--- src/rtl/rotate_shift_pkg.sv ---
// -----------------------------------------------------------------------------
// rotate_shift_pkg
// Shared types and the single-stage move function for the pipelined
// rotate/shift unit.
//   rs_mode_e   : operation encoding (3'b101..3'b111 are reserved = pass-through)
//   rs_stage_f  : moves data by shift_amt positions within a width-bit word and
//                 returns {last bit moved out, result}; data is carried in a
//                 RS_MAX_W-bit container so one function serves every width.
// Optional feature macro used by the users of this package: ROTATE_SHIFT_CARRY_EN
// -----------------------------------------------------------------------------
package rotate_shift_pkg;

    localparam int RS_MODE_W = 3;
    localparam int RS_MAX_W  = 64;
    localparam int RS_IDX_W  = $clog2(RS_MAX_W);

    typedef logic [RS_IDX_W-1:0] rs_idx_t;

    typedef enum logic [RS_MODE_W-1:0] {
        RS_ROL = 3'd0,
        RS_ROR = 3'd1,
        RS_SHL = 3'd2,
        RS_SHR = 3'd3,
        RS_SAR = 3'd4
    } rs_mode_e;

    // Result bit i is picked from a source bit (or fill value) according to
    // mode. Bits at and above width stay zero. The returned MSB is the last
    // bit that left the word when shifting one position at a time.
    function automatic logic [RS_MAX_W:0] rs_stage_f(
        input logic [RS_MAX_W-1:0]  data,
        input logic [RS_MODE_W-1:0] mode,
        input int                   shift_amt,
        input int                   width
    );
        logic [RS_MAX_W-1:0] res;
        logic                cout;
        res  = '0;
        cout = 1'b0;
        for (int i = 0; i < RS_MAX_W; i++) begin
            if (i < width) begin
                res[i] = data[rs_idx_t'(i)];
                case (mode)
                    RS_ROL: res[i] = data[rs_idx_t'((i - shift_amt + width) % width)];
                    RS_ROR: res[i] = data[rs_idx_t'((i + shift_amt) % width)];
                    RS_SHL: res[i] = (i >= shift_amt) ? data[rs_idx_t'(i - shift_amt)] : 1'b0;
                    RS_SHR: res[i] = (i + shift_amt < width) ? data[rs_idx_t'(i + shift_amt)] : 1'b0;
                    RS_SAR: res[i] = (i + shift_amt < width) ? data[rs_idx_t'(i + shift_amt)]
                                                             : data[rs_idx_t'(width - 1)];
                    default: ;
                endcase
            end
        end
        case (mode)
            RS_ROL, RS_SHL:         cout = data[rs_idx_t'(width - shift_amt)];
            RS_ROR, RS_SHR, RS_SAR: cout = data[rs_idx_t'(shift_amt - 1)];
            default:                cout = 1'b0;
        endcase
        return {cout, res};
    endfunction

endpackage

--- src/rtl/rotate_shift_stage.sv ---
// -----------------------------------------------------------------------------
// rotate_shift_stage
// One registered barrel stage: moves the operand by SHIFT positions when the
// matching amount bit is set, then registers data, amount, mode and valid
// behind a valid/ready skid-less handshake (loads when empty or draining).
// Ports:
//   clk, rst_n            clock, asynchronous active-low reset
//   in_valid / in_ready   upstream handshake (in_ready is combinational)
//   data_i, amt_i, mode_i operand, full amount, operation select
//   out_valid / out_ready downstream handshake
//   data_o, amt_o, mode_o registered stage outputs
//   carry_i / carry_o     last bit moved out (only with ROTATE_SHIFT_CARRY_EN)
// -----------------------------------------------------------------------------
module rotate_shift_stage
    import rotate_shift_pkg::*;
#(
    parameter int N     = 8,
    parameter int SHIFT = 1
) (
    input  logic                  clk,
    input  logic                  rst_n,
    input  logic                  in_valid,
    output logic                  in_ready,
    input  logic [N-1:0]          data_i,
    input  logic [$clog2(N)-1:0]  amt_i,
    input  logic [RS_MODE_W-1:0]  mode_i,
`ifdef ROTATE_SHIFT_CARRY_EN
    input  logic                  carry_i,
    output logic                  carry_o,
`endif
    output logic                  out_valid,
    input  logic                  out_ready,
    output logic [N-1:0]          data_o,
    output logic [$clog2(N)-1:0]  amt_o,
    output logic [RS_MODE_W-1:0]  mode_o
);

    localparam int AW  = $clog2(N);
    localparam int BIT = $clog2(SHIFT);

    logic                 vld_q, vld_d;
    logic [N-1:0]         data_q, data_d;
    logic [AW-1:0]        amt_q, amt_d;
    logic [RS_MODE_W-1:0] mode_q, mode_d;
`ifdef ROTATE_SHIFT_CARRY_EN
    logic                 carry_q, carry_d;
`endif
    logic [RS_MAX_W:0]    stage_res;
    logic                 move;
    logic                 load;
    logic                 unused_res;

    always_comb begin
        load      = ~vld_q | out_ready;
        in_ready  = load;
        stage_res = rs_stage_f(RS_MAX_W'(data_i), mode_i, SHIFT, N);
        // Reserved modes behave as amount 0: no move, carry untouched.
        move      = amt_i[BIT] & (mode_i <= RS_SAR);
        vld_d     = load ? in_valid : vld_q;
        data_d    = data_q;
        amt_d     = amt_q;
        mode_d    = mode_q;
`ifdef ROTATE_SHIFT_CARRY_EN
        carry_d   = carry_q;
`endif
        if (load && in_valid) begin
            data_d  = move ? stage_res[N-1:0] : data_i;
            amt_d   = amt_i;
            mode_d  = mode_i;
`ifdef ROTATE_SHIFT_CARRY_EN
            carry_d = move ? stage_res[RS_MAX_W] : carry_i;
`endif
        end
    end

    // Container bits above N (and carry when the feature is off) are not used.
    assign unused_res = ^stage_res;

    always_ff @(posedge clk or negedge rst_n) begin
        if (!rst_n) begin
            vld_q   <= 1'b0;
            data_q  <= '0;
            amt_q   <= '0;
            mode_q  <= '0;
`ifdef ROTATE_SHIFT_CARRY_EN
            carry_q <= 1'b0;
`endif
        end else begin
            vld_q   <= vld_d;
            data_q  <= data_d;
            amt_q   <= amt_d;
            mode_q  <= mode_d;
`ifdef ROTATE_SHIFT_CARRY_EN
            carry_q <= carry_d;
`endif
        end
    end

    assign out_valid = vld_q;
    assign data_o    = data_q;
    assign amt_o     = amt_q;
    assign mode_o    = mode_q;
`ifdef ROTATE_SHIFT_CARRY_EN
    assign carry_o   = carry_q;
`endif

endmodule

--- src/rtl/rotate_shift_pipe_op.sv ---
// -----------------------------------------------------------------------------
// rotate_shift_pipe_op
// Pipelined rotate / shift unit (ROL, ROR, SHL, SHR, SAR) built from LOG2N
// registered barrel stages; stage s moves by 2^s. Full valid/ready
// backpressure, latency LOG2N, throughput one result per cycle.
// Ports:
//   clk, rst_n            clock, asynchronous active-low reset
//   in_valid / in_ready   operand handshake
//   a, b, mode            operand, amount (only b[LOG2N-1:0] used), operation
//   out_valid / out_ready result handshake
//   out                   result, driven straight from the last stage register
//   carry                 last bit moved out (only with ROTATE_SHIFT_CARRY_EN)
// -----------------------------------------------------------------------------
module rotate_shift_pipe_op
    import rotate_shift_pkg::*;
#(
    parameter int N = 8
) (
    input  logic                 clk,
    input  logic                 rst_n,
    input  logic                 in_valid,
    output logic                 in_ready,
    input  logic [N-1:0]         a,
    input  logic [N-1:0]         b,
    input  logic [RS_MODE_W-1:0] mode,
    output logic                 out_valid,
    input  logic                 out_ready,
`ifdef ROTATE_SHIFT_CARRY_EN
    output logic                 carry,
`endif
    output logic [N-1:0]         out
);

    localparam int LOG2N = $clog2(N);

    if (N < 2 || (N & (N - 1)) != 0 || N > RS_MAX_W) begin : g_bad_n
        $error("rotate_shift_pipe_op: N must be a power of 2 in 2..64");
    end

    // Index s is the input of stage s; index LOG2N is the pipe output.
    logic [LOG2N:0][N-1:0]         data_s;
    logic [LOG2N:0][LOG2N-1:0]     amt_s;
    logic [LOG2N:0][RS_MODE_W-1:0] mode_s;
    logic [LOG2N:0]                vld_s;
    logic [LOG2N:0]                rdy_s;
`ifdef ROTATE_SHIFT_CARRY_EN
    logic [LOG2N:0]                carry_s;
`endif
    logic                          unused_tail;

    assign data_s[0]    = a;
    assign amt_s[0]     = b[LOG2N-1:0];
    assign mode_s[0]    = mode;
    assign vld_s[0]     = in_valid;
    assign in_ready     = rdy_s[0];
    assign rdy_s[LOG2N] = out_ready;
    assign out          = data_s[LOG2N];
    assign out_valid    = vld_s[LOG2N];
`ifdef ROTATE_SHIFT_CARRY_EN
    assign carry_s[0]   = 1'b0;
    assign carry        = carry_s[LOG2N];
`endif

    for (genvar s = 0; s < LOG2N; s++) begin : g_stage
        rotate_shift_stage #(
            .N     (N),
            .SHIFT (1 << s)
        ) u_stage (
            .clk       (clk),
            .rst_n     (rst_n),
            .in_valid  (vld_s[s]),
            .in_ready  (rdy_s[s]),
            .data_i    (data_s[s]),
            .amt_i     (amt_s[s]),
            .mode_i    (mode_s[s]),
`ifdef ROTATE_SHIFT_CARRY_EN
            .carry_i   (carry_s[s]),
            .carry_o   (carry_s[s+1]),
`endif
            .out_valid (vld_s[s+1]),
            .out_ready (rdy_s[s+1]),
            .data_o    (data_s[s+1]),
            .amt_o     (amt_s[s+1]),
            .mode_o    (mode_s[s+1])
        );
    end

    // Upper amount bits are ignored; amount/mode leaving the last stage are spent.
    assign unused_tail = ^{b[N-1:LOG2N], amt_s[LOG2N], mode_s[LOG2N]};

endmodule
--- config.mk ---
export PLATFORM = sky130hd
export DESIGN_NAME = rotate_shift_pipe_op
export DESIGN_NICKNAME = d
export VERILOG_FILES = /design/src/rtl/rotate_shift_pkg.sv /design/src/rtl/rotate_shift_stage.sv /design/src/rtl/rotate_shift_pipe_op.sv
export SDC_FILE = /design/constraint.sdc
export NUM_CORES = 1
export LEC_CHECK = 0
export BUFFER_PORTS_ARGS = -buffer_cell sky130_fd_sc_hd__buf_2
export CORE_MARGIN = 1
export CORE_UTILIZATION = 55
export CTS_CLUSTER_SIZE = 40
export DETAILED_ROUTE_END_ITERATION = 10
export PLACE_DENSITY_LB_ADDON = 0.3
export SETUP_SLACK_MARGIN = 0.3
export SLEW_MARGIN = 30
export SYNTH_ARGS = -nofsm -noshare
export SYNTH_HDL_FRONTEND = slang
export SYNTH_SLANG_ARGS = --single-unit
--- constraint.sdc ---
create_clock -name clk -period 1.7 [get_ports clk]
set_input_delay 0.17 -clock clk [delete_from_list [all_inputs] [get_ports clk]]
set_output_delay 0.17 -clock clk [all_outputs]
set_load 0.01 [all_outputs]
# Yosys cells after proc, flatten, opt, wreduce, memory -nomap -nowiden
# Index checks and enable logic that the tools add are counted.
# classes
n_lt_le_gt_ge	3
n_eq_ne	12
n_mux	27
n_bitwise	9
reduce_logical	12
# op_table
op	n
1-bit case mux with 2 select lines	15
8-bit two-way mux	3
1-bit case mux with 3 select lines	8
3-bit by 2-bit equality test with 1-bit output, second input constant	6
3-bit by 1-bit equality test with 1-bit output, second input constant	3
3-bit equality test, second input constant	3
3-bit less-or-equal comparator, second input constant	3
3-bit logical NOT	3
3-bit OR reduction	3
1-bit case mux with 4 select lines	1
2-bit OR reduction	2
4-bit OR reduction	1
1-bit AND	3
1-bit logical AND	3
1-bit inverter	3
1-bit OR	3
# word_totals
reg_bits	39

# Longest topological paths before layout
# Gate-level depths: netlist of run 1.
# logic_depth
depth_word	5
mapped_depth	6
ltp_nobuf	4

# Modules after synthesis
# A second synthesis of run 1 with hierarchy kept.
# unflattened
cells_unflattened	248
hier_area_um2	2303.5
# by_module_without_submodules
module	n_inst	cells_per_inst	area_each_um2	seq_area_each_um2
rotate_shift_stage at g_stage[1].u_stage	1	92	807.0	375.4
rotate_shift_stage at g_stage[0].u_stage	1	92	799.5	375.4
rotate_shift_stage at g_stage[2].u_stage	1	64	696.9	375.4

# Worst setup path after synthesis of run 1
# No wires, ideal clock.
# synth_path
path_kind	register -> register
start	register g_stage[2].u_stage.vld_q
end	register g_stage[0].u_stage.amt_q[2]
setup_time_ns	0.125
t_arrival_ns	1.306
path_slack_ns	0.269
stages_incl_launch_ff	5
n_path_buf	1
synth_period_minus_slack_ns	1.431
cell_sequence	dfrtp_1 nand4b_1 nand2_1 buf_2 mux2_2
# synth_between
elab_chain_cells	5
# synth_rtl
element	line_no	source
start: declaration	rotate_shift_stage.sv:41	logic vld_q, vld_d;
start signal: assignment	rotate_shift_stage.sv:89	vld_q <= vld_d;
1-bit inverter	rotate_shift_stage.sv:54	load = ~vld_q | out_ready;
1-bit OR (3 in a row)	rotate_shift_stage.sv:54	
named net in_ready	rotate_shift_pipe_op.sv:22	output logic in_ready,
1-bit logical AND	rotate_shift_stage.sv:66	if (load && in_valid) begin
end signal: assignment	rotate_shift_stage.sv:91	amt_q <= amt_d;
end: declaration	rotate_shift_stage.sv:43	logic [AW-1:0] amt_q, amt_d;
# The timed path passes the listed nets, and every way through them passes these cells.
# A chain may end at the register's enable or synchronous reset.

# Worst setup path after layout of run 1
# layout_path
start	register g_stage[0].u_stage.mode_q[1]
end	register g_stage[1].u_stage.data_q[1]
# layout_between
elab_chain_cells	4
elab_cells_between_ends	10
cone_classes	order compare (1); eq/ne (4); mux (2); bitwise (1); reduce/logical (2)
# layout_rtl
element	line_no	source
start: declaration	rotate_shift_stage.sv:44	logic [RS_MODE_W-1:0] mode_q, mode_d;
start signal: assignment	rotate_shift_stage.sv:92	mode_q <= mode_d;
3-bit by 1-bit equality test with 1-bit output, or another cell as far along	-	
3-bit OR reduction (no line)	-	
1-bit case mux with 3 select lines	rotate_shift_pkg.sv:43	case (mode)
8-bit two-way mux (*)	rotate_shift_stage.sv:67	data_d = move ? stage_res[N-1:0] : data_i;
end signal: assignment	rotate_shift_stage.sv:90	data_q <= data_d;
end: declaration	rotate_shift_stage.sv:42	logic [N-1:0] data_q, data_d;
# Mark *: on every way between the ends. The rest lies on a longest branch, timed or not.

==> metrics.md, run 1 <==
| Metric | Value |
|---|---|
| LEAKAGE | `1.02 nW` |
| Sw frac | `33.2%` |
| Setup WS post-layout | `0.334 ns` |
| Fmax | `732 MHz` |
| CP Data Arrival Time | `1.52 ns` |
| Worst Hold End | `g_stage[0].u_stage.amt_o[1]$_DFFE_PN0P_` |
| Relative slew margins | `47.9%` |
| DIE WIDTH | `63.3 µm` |
| Combinational share of power | `31.4%` |
| Post-synthesis sequential area ratio | `43.5%` |
| Async S/R FF share, synth | `100%` |
| Placed cells | `294` |
| Filler cells | `271` |
| Layout cell share with drive strength beyond 1 | `26.2%` |
| Syn. warnings | `0` |
| I/O Buffers | `27` |
| R2R Setup Slk | `0.33 ns` |
| Final period utilization | `80.4%` |
| Number of max-cap violations | `0` |
| Least-Margin Pin Slew | `0.782 ns` |
| Clock tree buffer depth | `2` |
| Cells along the critical path | `or3b_4, a21oi_2, o21a_1, o31ai_1` |
| Nets | `285` |
| Final Core Density | `69.8%` |
| DRC viols | `0` |
| Post-synthesis instance total | `235` |
| Root Buffer | `clkbuf_8` |
| NetSw | `0.974 mW` |
| Top post-synthesis cells by area | `dfrtp_1 44%, o21ai_0 12%, nand2_1 5.4%, nor3b_1 4.4%, o311ai_0 4.2%` |
| Cell Area, Placed | `0.00220 mm²` |
| Vias in the first global route | `1692` |
| Avg Vias per Cell | `5.89` |
| Prevailing post-synth register cell | `dfrtp_1` |
| Number of diodes | `0` |
| Status | `finished, final reports clean` |
| Worst flop-to-flop path endpoint | `g_stage[1].u_stage.data_o[1]$_DFFE_PN0P_` |
| Most used standard cell by instance count after synthesis | `o21ai_0` |
| Core Area | `0.00347 mm²` |
| Mapped cell area | `0.00207 mm²` |
| Crit end category | `flip-flop` |
| Dpl hpwl | `3.02 mm` |
| Worst vdd ir | `611 µV` |
| Critical path class | `flip-flop to flip-flop` |
| CP Launch Point | `g_stage[0].u_stage.mode_o[1]$_DFFE_PN0P_` |
| Count of cell types in the netlist | `35` |
| Overflow after GRT | `0` |
| Cell Rows | `21` |
| Die area | `0.00401 mm²` |
| Hold_sp | `b[1]` |
| Initial Utilization | `59.7%` |
| Pre-CTS setup slack | `0.180 ns` |
| Die Y | `63.3 µm` |
| Final number of hold-violating endpoints | `0` |
| Clk_skew | `0.00935 ns` |
| Setup violators final | `0` |
| First-pass GRT wire length | `7.53 mm` |
| Slew Viols, Final | `0` |
| Top-area cell type share of the netlist area | `43.5%` |
| Fin crit period | `1.37 ns` |
| Routed len/inst | `14.5 µm` |
| Sequential share of power | `43.4%` |
| Worst Setup Start Kind | `flip-flop` |
| Final wirelength | `4.48 mm` |
| Setup TNS | `0 ns` |
| Internal cell power | `1.96 mW` |
| CTS tree | `yes` |
| Clk_lat worst skew | `0.29 ns` |
| CP peak stage delay | `0.46 ns` |
| RR Startpoint | `g_stage[0].u_stage.mode_o[1]$_DFFE_PN0P_` |
| Largest net degree at the start of global routing | `37` |
| CTS clk-pin slew, worst paths | `0.07 ns` |
| Critical Path Fanout Max | `8` |
| Post-synth EDFFs | `0` |
| R2R cell count | `4` |
| Clk sinks | `36` |
| Area leader, netlist | `dfrtp_1` |
| Final instance area | `0.00242 mm²` |
| TritonRoute pass-1 iters | `5` |
| Final ANT Viol Nets | `0` |
| Num CTS Buffers | `5` |
| Syn_area_per_cell | `8.81 µm²` |
| Initial antenna violation count | `0` |
| Synth cell count leaders | `49 x o21ai_0, 36 x dfrtp_1, 30 x nand2_1, 14 x nor2_1, 12 x nor3b_1` |
| Initial DRC Count | `136` |
| GP Congestion | `0.795` |
| Layout Cells excl Fill | `309` |
| HP Class | `input port to flip-flop` |
| Vias | `1819` |
| H-tree levels | `2` |
| CP max stage cell | `dfrtp_2` |
| Cell Pwr Density | `1210 mW/mm²` |
| Required time of the critical path | `1.85 ns` |
| Syn_nets | `258` |
| Global Route Usage Sum | `24.2%` |
| # IOs | `33` |
| Area Overhead vs Synth | `17.0%` |
| Hold Path Cell Cnt | `2` |
| Flops & latches, synth | `36` |
| RSZ-0062 raised after global routing | `true` |
| Clock network power share | `25.2%` |
[sequential cells by signal, summed over array words and instances (netlist names)]
name / count
g_stage.u_stage.amt_o: 3
g_stage.u_stage.data_o: 24
g_stage.u_stage.mode_o: 6
g_stage.u_stage.out_valid: 3
[power groups by stage]
stage	clock (mW)	combinational, mW	sequential [mW]
2_1_floorplan	0	0.660	1.24
3_3_place_gp	0	0.769	1.27
3_5_place_dp	0	0.793	1.29
4_1_cts	0.744	0.813	1.27
5_1_grt	0.795	1.04	1.30
6_report	0.739	0.920	1.27
[stage by stage]
stage | power, mW | hold WS (ns)
2_1_floorplan | 1.90 | -0.126
3_3_place_gp | 2.04 | 0.288
3_5_place_dp | 2.08 | 0.294
4_1_cts | 2.83 | 0.0893
5_1_grt | 3.13 | 0.101
6_report | 2.93 | 0.110
[worst max-delay path by stage]
stage / to / slack (ns) / depth (start not counted)
global placement: g_stage[1].u_stage.data_o[0]$_DFFE_PN0P_ / 0.21 / 4
CTS: g_stage[2].u_stage.data_o[4]$_DFFE_PN0P_ / 0.30 / 4
global route: g_stage[1].u_stage.data_o[3]$_DFFE_PN0P_ / 0.24 / 4
finish: g_stage[1].u_stage.data_o[1]$_DFFE_PN0P_ / 0.33 / 4
floorplan: g_stage[0].u_stage.amt_o[2]$_DFFE_PN0P_ / 0.31 / 4
detailed placement: g_stage[1].u_stage.data_o[0]$_DFFE_PN0P_ / 0.18 / 4
[cells by family (layout without fill, tap and decap cells)]
| group | after synthesis | in the layout | synth area share [%] |
|---|---|---|---|
| AO/OA/AOI/OAI | 90 | 90 | 26.9 |
| buffers and inverters | 26 | 54 | 6.77 |
| flip-flops | 36 | 36 | 43.5 |
| multiplexers | 7 | 7 | 3.75 |
| AND/OR/NAND/NOR | 76 | 76 | 19.0 |
[final cells by class]
| cell class | count | area (µm²) | share of cell area, % |
|---|---|---|---|
| tap | 46 | 57.6 | 2.38 |
| inverter | 4 | 15.0 | 0.620 |
| clock buffer | 6 | 72.6 | 3.00 |
| clock inverter | 2 | 35.0 | 1.45 |
| timing repair buffer | 42 | 267 | 11.0 |
| multi-input combinational | 173 | 1070 | 44.1 |
| sequential | 36 | 906 | 37.4 |
[cell usage in the layout (no fill, tap or decap), drive strengths merged, types with 6 or more instances in the layout]
cell type / n
a21oi: 7
nand2b: 8
o311ai: 10
mux2: 6
nor3b: 12
dfrtp: 36
nor2: 14
clkbuf: 6
buf: 41
nand2: 30
o21ai: 49
[metal layers]
metal  routed length (µm)  vias to the layer above  part of all wire, %  GRT usage [%]
met1                 1850                      831                   41           28.4
met3                  209                        8                  4.7           6.70
li1                     -                      910                    -              -
met2                 2330                       70                   52           41.2
met5                    0                        -                    0              0
met4                   85                        0                  1.9           9.94
[critical path, delay by kind of cell (launching register included)]
kind | cells | cell delay (ns)
flip-flops | 1 | 0.46
AO/OA/AOI/OAI | 3 | 0.33
AND/OR/NAND/NOR | 1 | 0.45
[timing repair]
item,4_1_cts,5_1_grt
resized for setup,4,27
hold buffers,1,0
pin swaps,0,4
hold endpoints to repair,36,0
endpoints found under the setup margin,17,17
buffers inserted,2,4
Power figures use the tool's default switching activity.
==> inputs of run 2 (changes only) <==
--- a/config.mk
+++ b/config.mk
@@ -7,7 +7,7 @@
 export LEC_CHECK = 0
 export BUFFER_PORTS_ARGS = -buffer_cell sky130_fd_sc_hd__buf_2
 export CORE_MARGIN = 1
-export CORE_UTILIZATION = 55
+export CORE_UTILIZATION = 51
 export CTS_CLUSTER_SIZE = 40
 export DETAILED_ROUTE_END_ITERATION = 10
 export PLACE_DENSITY_LB_ADDON = 0.3
==> constraint.sdc (replaced) <==
create_clock -name clk -period 1.2 [get_ports clk]
set_input_delay 0.12 -clock clk [delete_from_list [all_inputs] [get_ports clk]]
set_output_delay 0.12 -clock clk [all_outputs]
set_load 0.01 [all_outputs]
==> run 2 against run 1 <==
  * The run now ends with negative setup slack left
  * Critical path type unchanged
  * Clock power rose by 9.3%
  * Global-route usage rose by 2.3 points
  * Critical path depth rose by 1
  * Clock-buffer cell count did not move
  * Utilization rose by 9.3 points
  * Total power rose by 63%
  * Combinational power rose by 130%
==> metrics.md, run 2 (synthesis results as in run 1) <==
| Metric | Value |
|---|---|
| LEAKAGE | `1.29 nW` |
| Combinational share of power | `44.1%` |
| Worst vdd ir | `765 µV` |
| Layout Cells excl Fill | `348` |
| Internal cell power | `3.03 mW` |
| Area Overhead vs Synth | `44.2%` |
| R2R Setup Slk | `-0.19 ns` |
| Vias | `2091` |
| Crit end category | `flip-flop` |
| Initial antenna violation count | `0` |
| Clk_skew | `0.00608 ns` |
| CP max stage cell | `dfrtp_2` |
| DRC viols | `0` |
| Required time of the critical path | `1.39 ns` |
| Filler cells | `254` |
| CP Data Arrival Time | `1.58 ns` |
| H-tree levels | `2` |
| Final number of hold-violating endpoints | `0` |
| CP peak stage delay | `0.44 ns` |
| Routed len/inst | `17.0 µm` |
| # IOs | `33` |
| Slew Viols, Final | `0` |
| Final Power | `4.77 mW` |
| RR Startpoint | `g_stage[0].u_stage.mode_o[2]$_DFFE_PN0P_` |
| Met2 wire len | `3.26 mm` |
| Setup TNS | `-1.66 ns` |
| Critical path class | `flip-flop to flip-flop` |
| Overflow after GRT | `0` |
| RSZ-0062 raised after global routing | `true` |
| Pre-CTS setup slack | `-0.137 ns` |
| First-pass GRT wire length | `8.58 mm` |
| Layout cell share with drive strength beyond 1 | `49.3%` |
| Root Buffer | `clkbuf_8` |
| Initial Utilization | `54.9%` |
| GP Congestion | `0.896` |
| R2R cell count | `5` |
| Sw frac | `36.5%` |
| Least-Margin Pin Slew | `0.339 ns` |
| Hold Path Cell Cnt | `2` |
| Clk sinks | `36` |
| HP Class | `input port to flip-flop` |
| Avg Vias per Cell | `6.01` |
| Placed cells | `322` |
| Relative slew margins | `77.4%` |
| Cells along the critical path | `buf_6, nand2b_1, a21oi_2, o21a_1, o31ai_2` |
| Core Area | `0.00377 mm²` |
| Dpl hpwl | `3.42 mm` |
| Met3 wire len | `235 µm` |
| Vias in the first global route | `1860` |
| Max FFs per register | `24` |
| Nets | `323` |
| Met1 wire length | `2.23 mm` |
| TritonRoute pass-1 iters | `4` |
| Fmax | `718 MHz` |
| Clock tree buffer depth | `2` |
| I/O Buffers | `27` |
| Number of max-cap violations | `0` |
| Sequential share of power | `38.9%` |
| Worst Hold End | `g_stage[0].u_stage.amt_o[2]$_DFFE_PN0P_` |
| Fin crit period | `1.39 ns` |
| Clock network power share | `17.0%` |
| Critical Path Fanout Max | `6` |
| Initial DRC Count | `168` |
| Global Route Usage Sum | `26.5%` |
| Clk_lat worst skew | `0.29 ns` |
| Die area | `0.00432 mm²` |
| Largest net degree at the start of global routing | `37` |
| Final ANT Viol Nets | `0` |
| Leading cell type in the layout, fill and taps excluded | `dfrtp_1` |
| Worst flop-to-flop path endpoint | `g_stage[1].u_stage.data_o[0]$_DFFE_PN0P_` |
| NetSw | `1.74 mW` |
| Final period utilization | `116%` |
| Cell Pwr Density | `1600 mW/mm²` |
| Uppermost layer routed | `met4` |
| CTS tree | `yes` |
| Most frequent cells in the layout | `34 x dfrtp_1, 33 x buf_4, 26 x buf_2` |
| Die Y | `65.7 µm` |
| CTS clk-pin slew, worst paths | `0.07 ns` |
| Failing checks | `negative setup slack` |
| Hold_sp | `b[2]` |
| Cell Area, Placed | `0.00245 mm²` |
| Number of diodes | `0` |
| Setup violators final | `18` |
| Worst Setup Start Kind | `flip-flop` |
| Final instance area | `0.00298 mm²` |
| DIE WIDTH | `65.7 µm` |
| Status | `complete, but fails checks` |
| Num CTS Buffers | `5` |
| Cell Rows | `22` |
| Setup WS post-layout | `-0.192 ns` |
| Final wirelength | `5.91 mm` |
==> run 2: per-layer routing <==
metal | global-route usage (%) | vias to the layer above
li1 | - | 978
met1 | 30.6 | 1023
met2 | 48.5 | 72
met3 | 4.17 | 18
met4 | 10.1 | 0
met5 | 0 | -
==> run 2: through the flow <==
stage / util (%) / hold slack [ns]
floorplan: - / -0.176
global placement: 64.9 / 0.0953
detailed placement: 64.9 / 0.0952
CTS: 73.2 / 0.0598
global route: 79.1 / 0.0616
finish: 79.1 / 0.0615
==> run 2: layout make-up <==
cell class / instances / area, µm² / area share [%]
clock buffers: 6 / 72.6 / 2.43
clock inverters: 1 / 5.00 / 0.168
inverters: 4 / 17.5 / 0.587
multi-input cells: 174 / 1320 / 44.1
flip-flops and latches: 36 / 903 / 30.3
well taps: 48 / 60.1 / 2.01
repair buffers: 79 / 611 / 20.5
==> run 2: critical path, delay by kind of cell (launching register included) <==
kind	cells	cell delay, ns
DFF	1	0.44
AOI/OAI and AO/OA	3	0.52
and+or+nand+nor	1	0.18
buffers and inverters	1	0.14
==> run 2: what timing repair did <==
item / in CTS / in global routing
gates resized for setup: 41 / 51
setup buffers: 11 / 4
gates cloned: 2 / 1
setup endpoints to repair: 43 / 45
hold buffers: 1 / 0
endpoints found under the hold margin: 36 / 0
pin swaps: 19 / 16
==> run 2: power by group through the flow <==
stage	Combinational (mW)	Clock (mW)	Sequential (mW)
after detailed placement	1.44	0	1.81
after floorplan	1.07	0	1.77
final	2.10	0.808	1.86
after CTS	1.76	0.821	1.81
after global placement	1.40	0	1.79
after global routing	2.28	0.881	1.89
==> run 2: worst max-delay path by stage <==
stage,from,endpoint,slack [ns],cells after the start
global route,g_stage[0].u_stage.mode_o[2]$_DFFE_PN0P_,g_stage[1].u_stage.data_o[0]$_DFFE_PN0P_,-0.22,5
CTS,g_stage[0].u_stage.mode_o[1]$_DFFE_PN0P_,g_stage[1].u_stage.data_o[0]$_DFFE_PN0P_,-0.15,4
finish,g_stage[0].u_stage.mode_o[2]$_DFFE_PN0P_,g_stage[1].u_stage.data_o[0]$_DFFE_PN0P_,-0.19,5
global placement,g_stage[0].u_stage.mode_o[0]$_DFFE_PN0P_,g_stage[1].u_stage.data_o[1]$_DFFE_PN0P_,-0.10,4
detailed placement,g_stage[0].u_stage.mode_o[0]$_DFFE_PN0P_,g_stage[1].u_stage.data_o[1]$_DFFE_PN0P_,-0.14,4
floorplan,g_stage[2].u_stage.out_valid$_DFFE_PN0P_,g_stage[0].u_stage.amt_o[2]$_DFFE_PN0P_,-0.14,4
